--- src/rtl/mem_align_unit.sv ---
// MEM-stage data access unit: formats narrow stores into byte lanes, runs one
// req/ack bus transaction, and extracts/extends narrow load results.
module mem_align_unit #(
  parameter int TIMEOUT = 255
) (
  input  logic        clk,
  input  logic        rst,
  input  logic        start,
  input  logic        mem_wr,
  input  logic [1:0]  size,
  input  logic        load_signed,
  input  logic [31:0] addr,
  input  logic [31:0] wdata,
  output logic        busy,
  output logic        done,
  output logic        err,
  output logic [31:0] rdata,
  output logic        bus_req,
  output logic        bus_we,
  output logic [31:0] bus_addr,
  output logic [3:0]  bus_be,
  output logic [31:0] bus_wdata,
  input  logic        bus_ack,
  input  logic [31:0] bus_rdata
);

  typedef enum logic [1:0] {IDLE, REQ, DONE, ERR} state_t;

  localparam logic [7:0] CNT_LAST = 8'(TIMEOUT - 1);

  state_t      state, state_next;
  logic [7:0]  cnt;
  logic        cap_wr, cap_signed;
  logic [1:0]  cap_size, cap_lo;
  logic        misaligned;
  logic [3:0]  fmt_be;
  logic [31:0] fmt_wdata;
  logic [31:0] load_val;
  logic [7:0]  lane8;
  logic [15:0] lane16;

  // Store formatting uses the live inputs so it can be registered at accept.
  always_comb begin
    misaligned = (size == 2'b11) ||
                 (size == 2'b01 && addr[0]) ||
                 (size == 2'b10 && addr[1:0] != 2'b00);
    fmt_wdata  = wdata;
    fmt_be     = 4'b1111;
    case (size)
      2'b00: begin
        fmt_wdata = {4{wdata[7:0]}};
        fmt_be    = 4'b0001 << addr[1:0];
      end
      2'b01: begin
        fmt_wdata = {2{wdata[15:0]}};
        fmt_be    = addr[1] ? 4'b1100 : 4'b0011;
      end
      default: ;
    endcase
    if (!mem_wr) fmt_be = 4'b1111;
  end

  always_comb begin
    lane8    = bus_rdata[{cap_lo, 3'b000} +: 8];
    lane16   = bus_rdata[{cap_lo[1], 4'b0000} +: 16];
    load_val = bus_rdata;
    case (cap_size)
      2'b00:   load_val = {{24{cap_signed & lane8[7]}}, lane8};
      2'b01:   load_val = {{16{cap_signed & lane16[15]}}, lane16};
      default: ;
    endcase
  end

  always_comb begin
    state_next = state;
    case (state)
      IDLE: if (start) state_next = misaligned ? ERR : REQ;
      REQ: begin
        if (bus_ack)              state_next = DONE;
        else if (cnt == CNT_LAST) state_next = ERR;
      end
      DONE:    state_next = IDLE;
      ERR:     state_next = IDLE;
      default: state_next = IDLE;
    endcase
  end

  always_ff @(posedge clk or posedge rst) begin
    if (rst) begin
      state <= IDLE;
      cnt   <= 8'd0;
    end else begin
      state <= state_next;
      if (state == IDLE)                  cnt <= 8'd0;
      else if (state == REQ && !bus_ack)  cnt <= cnt + 8'd1;
    end
  end

  // Bus fields are frozen from accept until the next accepted start.
  always_ff @(posedge clk or posedge rst) begin
    if (rst) begin
      cap_wr     <= 1'b0;
      cap_signed <= 1'b0;
      cap_size   <= 2'b00;
      cap_lo     <= 2'b00;
      bus_we     <= 1'b0;
      bus_addr   <= 32'd0;
      bus_be     <= 4'd0;
      bus_wdata  <= 32'd0;
      rdata      <= 32'd0;
    end else begin
      if (state == IDLE && start) begin
        cap_wr     <= mem_wr;
        cap_signed <= load_signed;
        cap_size   <= size;
        cap_lo     <= addr[1:0];
        bus_we     <= mem_wr;
        bus_addr   <= {addr[31:2], 2'b00};
        bus_be     <= fmt_be;
        bus_wdata  <= fmt_wdata;
      end
      if (state == REQ && bus_ack && !cap_wr) rdata <= load_val;
    end
  end

  assign busy    = (state != IDLE);
  assign done    = (state == DONE) || (state == ERR);
  assign err     = (state == ERR);
  assign bus_req = (state == REQ);

endmodule

--- config.mk ---
export PLATFORM = sky130hd
export DESIGN_NAME = mem_align_unit
export DESIGN_NICKNAME = d
export VERILOG_FILES = /design/src/rtl/mem_align_unit.sv
export SDC_FILE = /design/constraint.sdc
export NUM_CORES = 1
export LEC_CHECK = 0
export CAP_MARGIN = 20
export CORE_ASPECT_RATIO = 1.4
export CORE_MARGIN = 1
export CORE_UTILIZATION = 47
export CTS_CLUSTER_DIAMETER = 100
export DETAILED_ROUTE_END_ITERATION = 10
export PLACE_DENSITY = 0.93
export SLEW_MARGIN = 10
export SYNTH_ARGS = -nofsm -noshare
export SYNTH_HDL_FRONTEND = slang
export SYNTH_SLANG_ARGS = --single-unit
--- constraint.sdc ---
create_clock -name clk -period 6.2 [get_ports clk]
set_input_delay 0.93 -clock clk [delete_from_list [all_inputs] [get_ports clk]]
set_output_delay 0.93 -clock clk [all_outputs]
set_load 0.01 [all_outputs]
=== Word-level counts from Yosys, hierarchy flattened ===
Cells that the tools add are included.

* Output and inout port bits: 105
* Register bits after elaboration: 114
* Logic and storage cells: 57
* Input port bits: 104

* Multiplexer cells: 12
* Shift operators: 3
* Equality and inequality tests: 10
* Bitwise logic cells: 2
* $add $sub $neg: 1
* Reductions and logical operators: 19

{| class="wikitable"
|+ Operators by type and width
! cell !! count
|-
| $pmux 32 s2 || 2
|-
| $shiftx 32x6->16 || 1
|-
| $shiftx 32x6->8 || 1
|-
| $mux 8 || 2
|-
| $add 8x1->8 const B || 1
|-
| $eq 2x2->1 const B || 4
|-
| $eq 8x8->1 const B || 1
|-
| $mux 2 || 4
|-
| $mux 4 || 2
|-
| $pmux 4 s2 || 1
|-
| $eq 2x1->1 const B || 3
|-
| $logic_and 1x1->1 || 6
|-
| $logic_not 2->1 || 3
|-
| $pmux 2 s3 || 1
|-
| $reduce_bool 2->1 || 3
|-
| $shl 1x2->4 const A || 1
|-
| $logic_or 1x1->1 || 3
|-
| $ne 3x1->1 const B || 1
|-
| $and 1x1->1 || 2
|-
| $logic_not 1->1 || 2
|-
| $ne 2x2->1 const B || 1
|-
| $reduce_and 2->1 || 1
|-
| $reduce_or 2->1 || 1
|}

=== Depth between registers and ports, before layout ===
* Depth in word-level cells: 7
* Gate-level depth with buffers: 6
* Depth with buffers taken out: 5

=== Worst setup path before layout ===
Ideal clock, no wire load.

* Kind: input to register
* Start point: in bus_rdata[31]
* End point: reg rdata[15]
* Buffers on the path: 0
* Cell stages on the path: 3
* Setup time: 148 ps
* Data required time: 6052 ps
* Slack: 4083 ps
* Data arrival time: 1969 ps
* Path through: mux4_2 > a311oi_4 > a22oi_1

* Longest elaborated chain between the ends: 3
* Elaborated cells on any way between the ends: 4
* Classes of those cells: 2 x shift; 1 x mux; 1 x bitwise

{| class="wikitable"
|+ RTL lines
! what !! RTL line !! source
|-
| start: declaration || 24 || <nowiki>input logic [31:0] bus_rdata</nowiki>
|-
| $shiftx 32x6->8 || 64 || <nowiki>lane8 = bus_rdata[{cap_lo, 3'b000} +: 8];</nowiki>
|-
| $and 1x1->1 || 68 || <nowiki>2'b00: load_val = {{24{cap_signed & lane8[7]}}, lane8};</nowiki>
|-
| $pmux 32 s2 (*) || 67 || <nowiki>case (cap_size)</nowiki>
|-
| end signal: assignment || 122 || <nowiki>if (state == REQ && bus_ack && !cap_wr) rdata <= load_val;</nowiki>
|-
| end: declaration || 17 || <nowiki>output logic [31:0] rdata,</nowiki>
|}

Mark *: on every way between the ends. The rest lies on a longest branch, timed or not.
A chain may end at the register's enable or synchronous reset.

=== Final worst setup path ===
* Start point: in bus_ack
* End point: reg rdata[19]

* Longest elaborated chain between the ends: 2

{| class="wikitable"
|+ RTL lines
! what !! RTL line !! source
|-
| start: declaration || 23 || <nowiki>input logic bus_ack,</nowiki>
|-
| $logic_and 1x1->1 (2 in series) || 122 ||
|}

No other way between the ends.

==> results.json <==
{
  "top_level_ports": 209,
  "die-width_um": 92.2,
  "placement_rows": 45,
  "power.share.clock": 0.236,
  "hp-class": "flip-flop to flip-flop",
  "drt.antenna.violating_nets": 0,
  "placedCellCount": 803,
  "synth.most_common_cell": "sky130_fd_sc_hd__dfrtp_1",
  "synth_async_sr_flop_share": 1.00,
  "synth_area_in_compound_gates": 0.135,
  "initial_utilization": 0.488,
  "worst-slew-pin-transition_ns": 0.914,
  "fin_crit_sh": 0.457,
  "routed_wl_um": 15700,
  "dp.final_hpwl_um": 10900,
  "cts_buffers": 17,
  "clock.fmax_mhz": 353,
  "critical-path-max-stage-delay_ns": 0.68,
  "synth-edff-count": 0,
  "worst_slack_ns": 3.36,
  "r2r.worst_path.cells": 3,
  "cp.depth": 5,
  "critical_path.startpoint_type": "input pin",
  "power_leakage_nw": 3.30,
  "first_pass_iters": 5,
  "cts_resized": 0,
  "antennaDiodeCount": 0,
  "num_vias": 4727,
  "grt_first_pass_wirelength_um": 25300,
  "synth_top_family_by_area": "multiplexers",
  "total_power_w": 0.00415,
  "post-route-util": 0.735,
  "intPower_w": 0.00275,
  "die_h_um": 128,
  "crit_buf_inv": 2,
  "p_comb_frac": 0.429,
  "post_synth_xor_area_fraction": 0,
  "synth_seq_area_share": 0.533,
  "grt_use_total": 0.277,
  "cts-htree-levels": 4,
  "port_buffers": 206,
  "worstSkewPairLatency_ns": 0.40,
  "first_global_vias": 4911,
  "netlist_top_cells_count": "sky130_fd_sc_hd__dfrtp_1 (114), sky130_fd_sc_hd__mux2_2 (66), sky130_fd_sc_hd__nor2_1 (46), sky130_fd_sc_hd__a21oi_1 (39), sky130_fd_sc_hd__nand2_1 (39)",
  "synth.area.top_cells": "sky130_fd_sc_hd__dfrtp_1 (53%), sky130_fd_sc_hd__mux2_2 (14%), sky130_fd_sc_hd__mux2i_1 (4.7%), sky130_fd_sc_hd__a21oi_1 (3.6%), sky130_fd_sc_hd__nor2_1 (3.2%)",
  "synthMuxAreaShare": 0.192,
  "share_seq_of_total_power": 0.335,
  "switching_share": 0.338,
  "finalSetupViolCount": 0,
  "synth_seq_cells": 114,
  "drive_gt1_frac": 0.159,
  "clkTransAtPathRegs_ns": 0.05,
  "cts_root_buffer": "sky130_fd_sc_hd__clkbuf_16",
  "floorplan_die_area_um2": 11800,
  "gp_routability_congestion": 0.838,
  "netlist.area_leader.share": 0.533,
  "globalRoute.totalOverflow": 0,
  "critical_path_end_type": "flip-flop",
  "syn_to_final_growth_pct": 50.8,
  "critical_path_arrival_ns": 3.14,
  "synthDistinctLibCells": 46,
  "cap_viol_max_count": 0,
  "crit_slowest_cell": "sky130_fd_sc_hd__clkdlybuf4s50_1",
  "vias_per_cell": 5.66,
  "final_cells": 835,
  "run_status": "finished, final reports clean",
  "final-hold-violation-count": 0,
  "max-slew-margin-rel": 0.391,
  "syn-cell-area_um2": 5350,
  "cts_tree": "yes",
  "ys.flop_type": "sky130_fd_sc_hd__dfrtp_1",
  "layout_min_cycle_time_ns": 2.84,
  "dr_drc_count": 0,
  "skew_ns": 0.00584,
  "finalSetupTns_ns": 0,
  "synthesis.instances": 487,
  "finalMaxSlewViolations": 0,
  "min_path_cells": 1,
  "grt_antenna_before_repair": 0,
  "p_sw_w": 0.00140,
  "post_synth.cell_area_avg_um2": 11.0,
  "clock-sinks": 114,
  "grt_setup_unrepaired": "false",
  "synthesized_area_fraction_occupied_by_and_or_nand_nor_cells": 0.0970,
  "critical_path.top_delay_family": "buffers and inverters",
  "grt_start_max_net_pins": 68,
  "total_power_per_unit_cell_area_nw_per_um2": 514,
  "vdd_ir_drop_max_mv": 0.337,
  "required_ns": 6.50,
  "critical_path.cell_chain": "clkdlybuf4s50_1 -> and4bb_1 -> buf_4 -> nand3_1 -> o22ai_1",
  "post_dr_wirelength_cell_um": 18.8,
  "fp.coreArea_um2": 11000,
  "worst-setup-path-type": "input pin to flip-flop",
  "placement.setup.worst_slack_ns": 2.97,
  "initialDrtViolationCount": 265,
  "synth_adder_area_share": 0.00467,
  "holdBufCountCts": 0,
  "clock_tree.buffer_depth": 2,
  "worst-path-max-fanout": 41,
  "synth_top_cell_by_area": "sky130_fd_sc_hd__dfrtp_1",
  "post_cts_buffers": 0,
  "synth-warning-count": 0,
  "layout.nets": 787
}
routing by layer:
| layer | global-route usage | routed length, um | vias to the layer above |
|---|---|---|---|
| met2 | 0.480 | 8280 | 255 |
| met5 | 0 | 0 | - |
| met4 | 0.137 | 521 | 0 |
| met1 | 0.307 | 5560 | 2286 |
| li1 | - | - | 2145 |
| met3 | 0.0866 | 1360 | 41 |
cells in the final DEF (no fill, tap or decap), types with 8 or more instances in the layout:
master                            netlist  routed
sky130_fd_sc_hd__nand2_1               39      39
sky130_fd_sc_hd__nor2_1                46      46
sky130_fd_sc_hd__o21ai_0               25      25
sky130_fd_sc_hd__dfrtp_1              114     114
sky130_fd_sc_hd__clkbuf_16              0      17
sky130_fd_sc_hd__o22ai_1               17      17
sky130_fd_sc_hd__mux2_2                66      66
sky130_fd_sc_hd__a22oi_1                8       8
sky130_fd_sc_hd__a21oi_1               39      39
sky130_fd_sc_hd__clkdlybuf4s50_1        0     206
sky130_fd_sc_hd__mux2i_1               25      25
power groups by stage:
stage               Sequential (W)  Clock (W)  Combinational, W
floorplan                  0.00144          0          0.000778
global placement           0.00137          0           0.00171
detailed placement         0.00139          0           0.00177
CTS                        0.00139   0.000990           0.00179
global route               0.00144    0.00103           0.00191
finish                     0.00139   0.000979           0.00178
cell families after synthesis:
kind of cell             Yosys count
adder cells (fa/ha/maj)            2
AND/OR/NAND/NOR                  114
AO/OA/AOI/OAI                    117
multiplexers                      93
buffers and inverters             46
other                              1
flip-flops                       114
stage by stage:
stage / hold WS (ns) / instance area [um2]
finish: 0.509 / 8070
global route: 0.522 / 8070
CTS: 0.502 / 8070
detailed placement: 0.482 / 7480
global placement: 0.477 / 7480
floorplan: 0.449 / 5360
state kept, by name, summed over array words and instances, names as in the netlist:
name	flops
bus_addr	30
bus_be	4
bus_wdata	32
cap_lo	2
cap_signed	1
cap_size	2
cap_wr	1
cnt	8
rdata	32
state	2
layout make-up:
class	count	area (um2)
timing repair buffer	212	2110
sequential	114	2850
multi-input combinational	328	2310
clock inverter	14	165
inverter	8	32.5
clock buffer	18	429
tap	141	176
fill	702	2910
final timing paths:
path | from | end | slack, ns
min in group asynchronous | rst | bus_addr[22] | 1.05
max | bus_ack | rdata[19] | 3.36
min reg2reg | cnt[7] | cnt[7] | 0.51
min | cnt[7] | cnt[7] | 0.51
max reg2reg | cap_size[1] | rdata[19] | 3.78
max in group asynchronous | rst | bus_addr[28] | 3.96
Note: power is estimated with default switching activity, not from simulation.
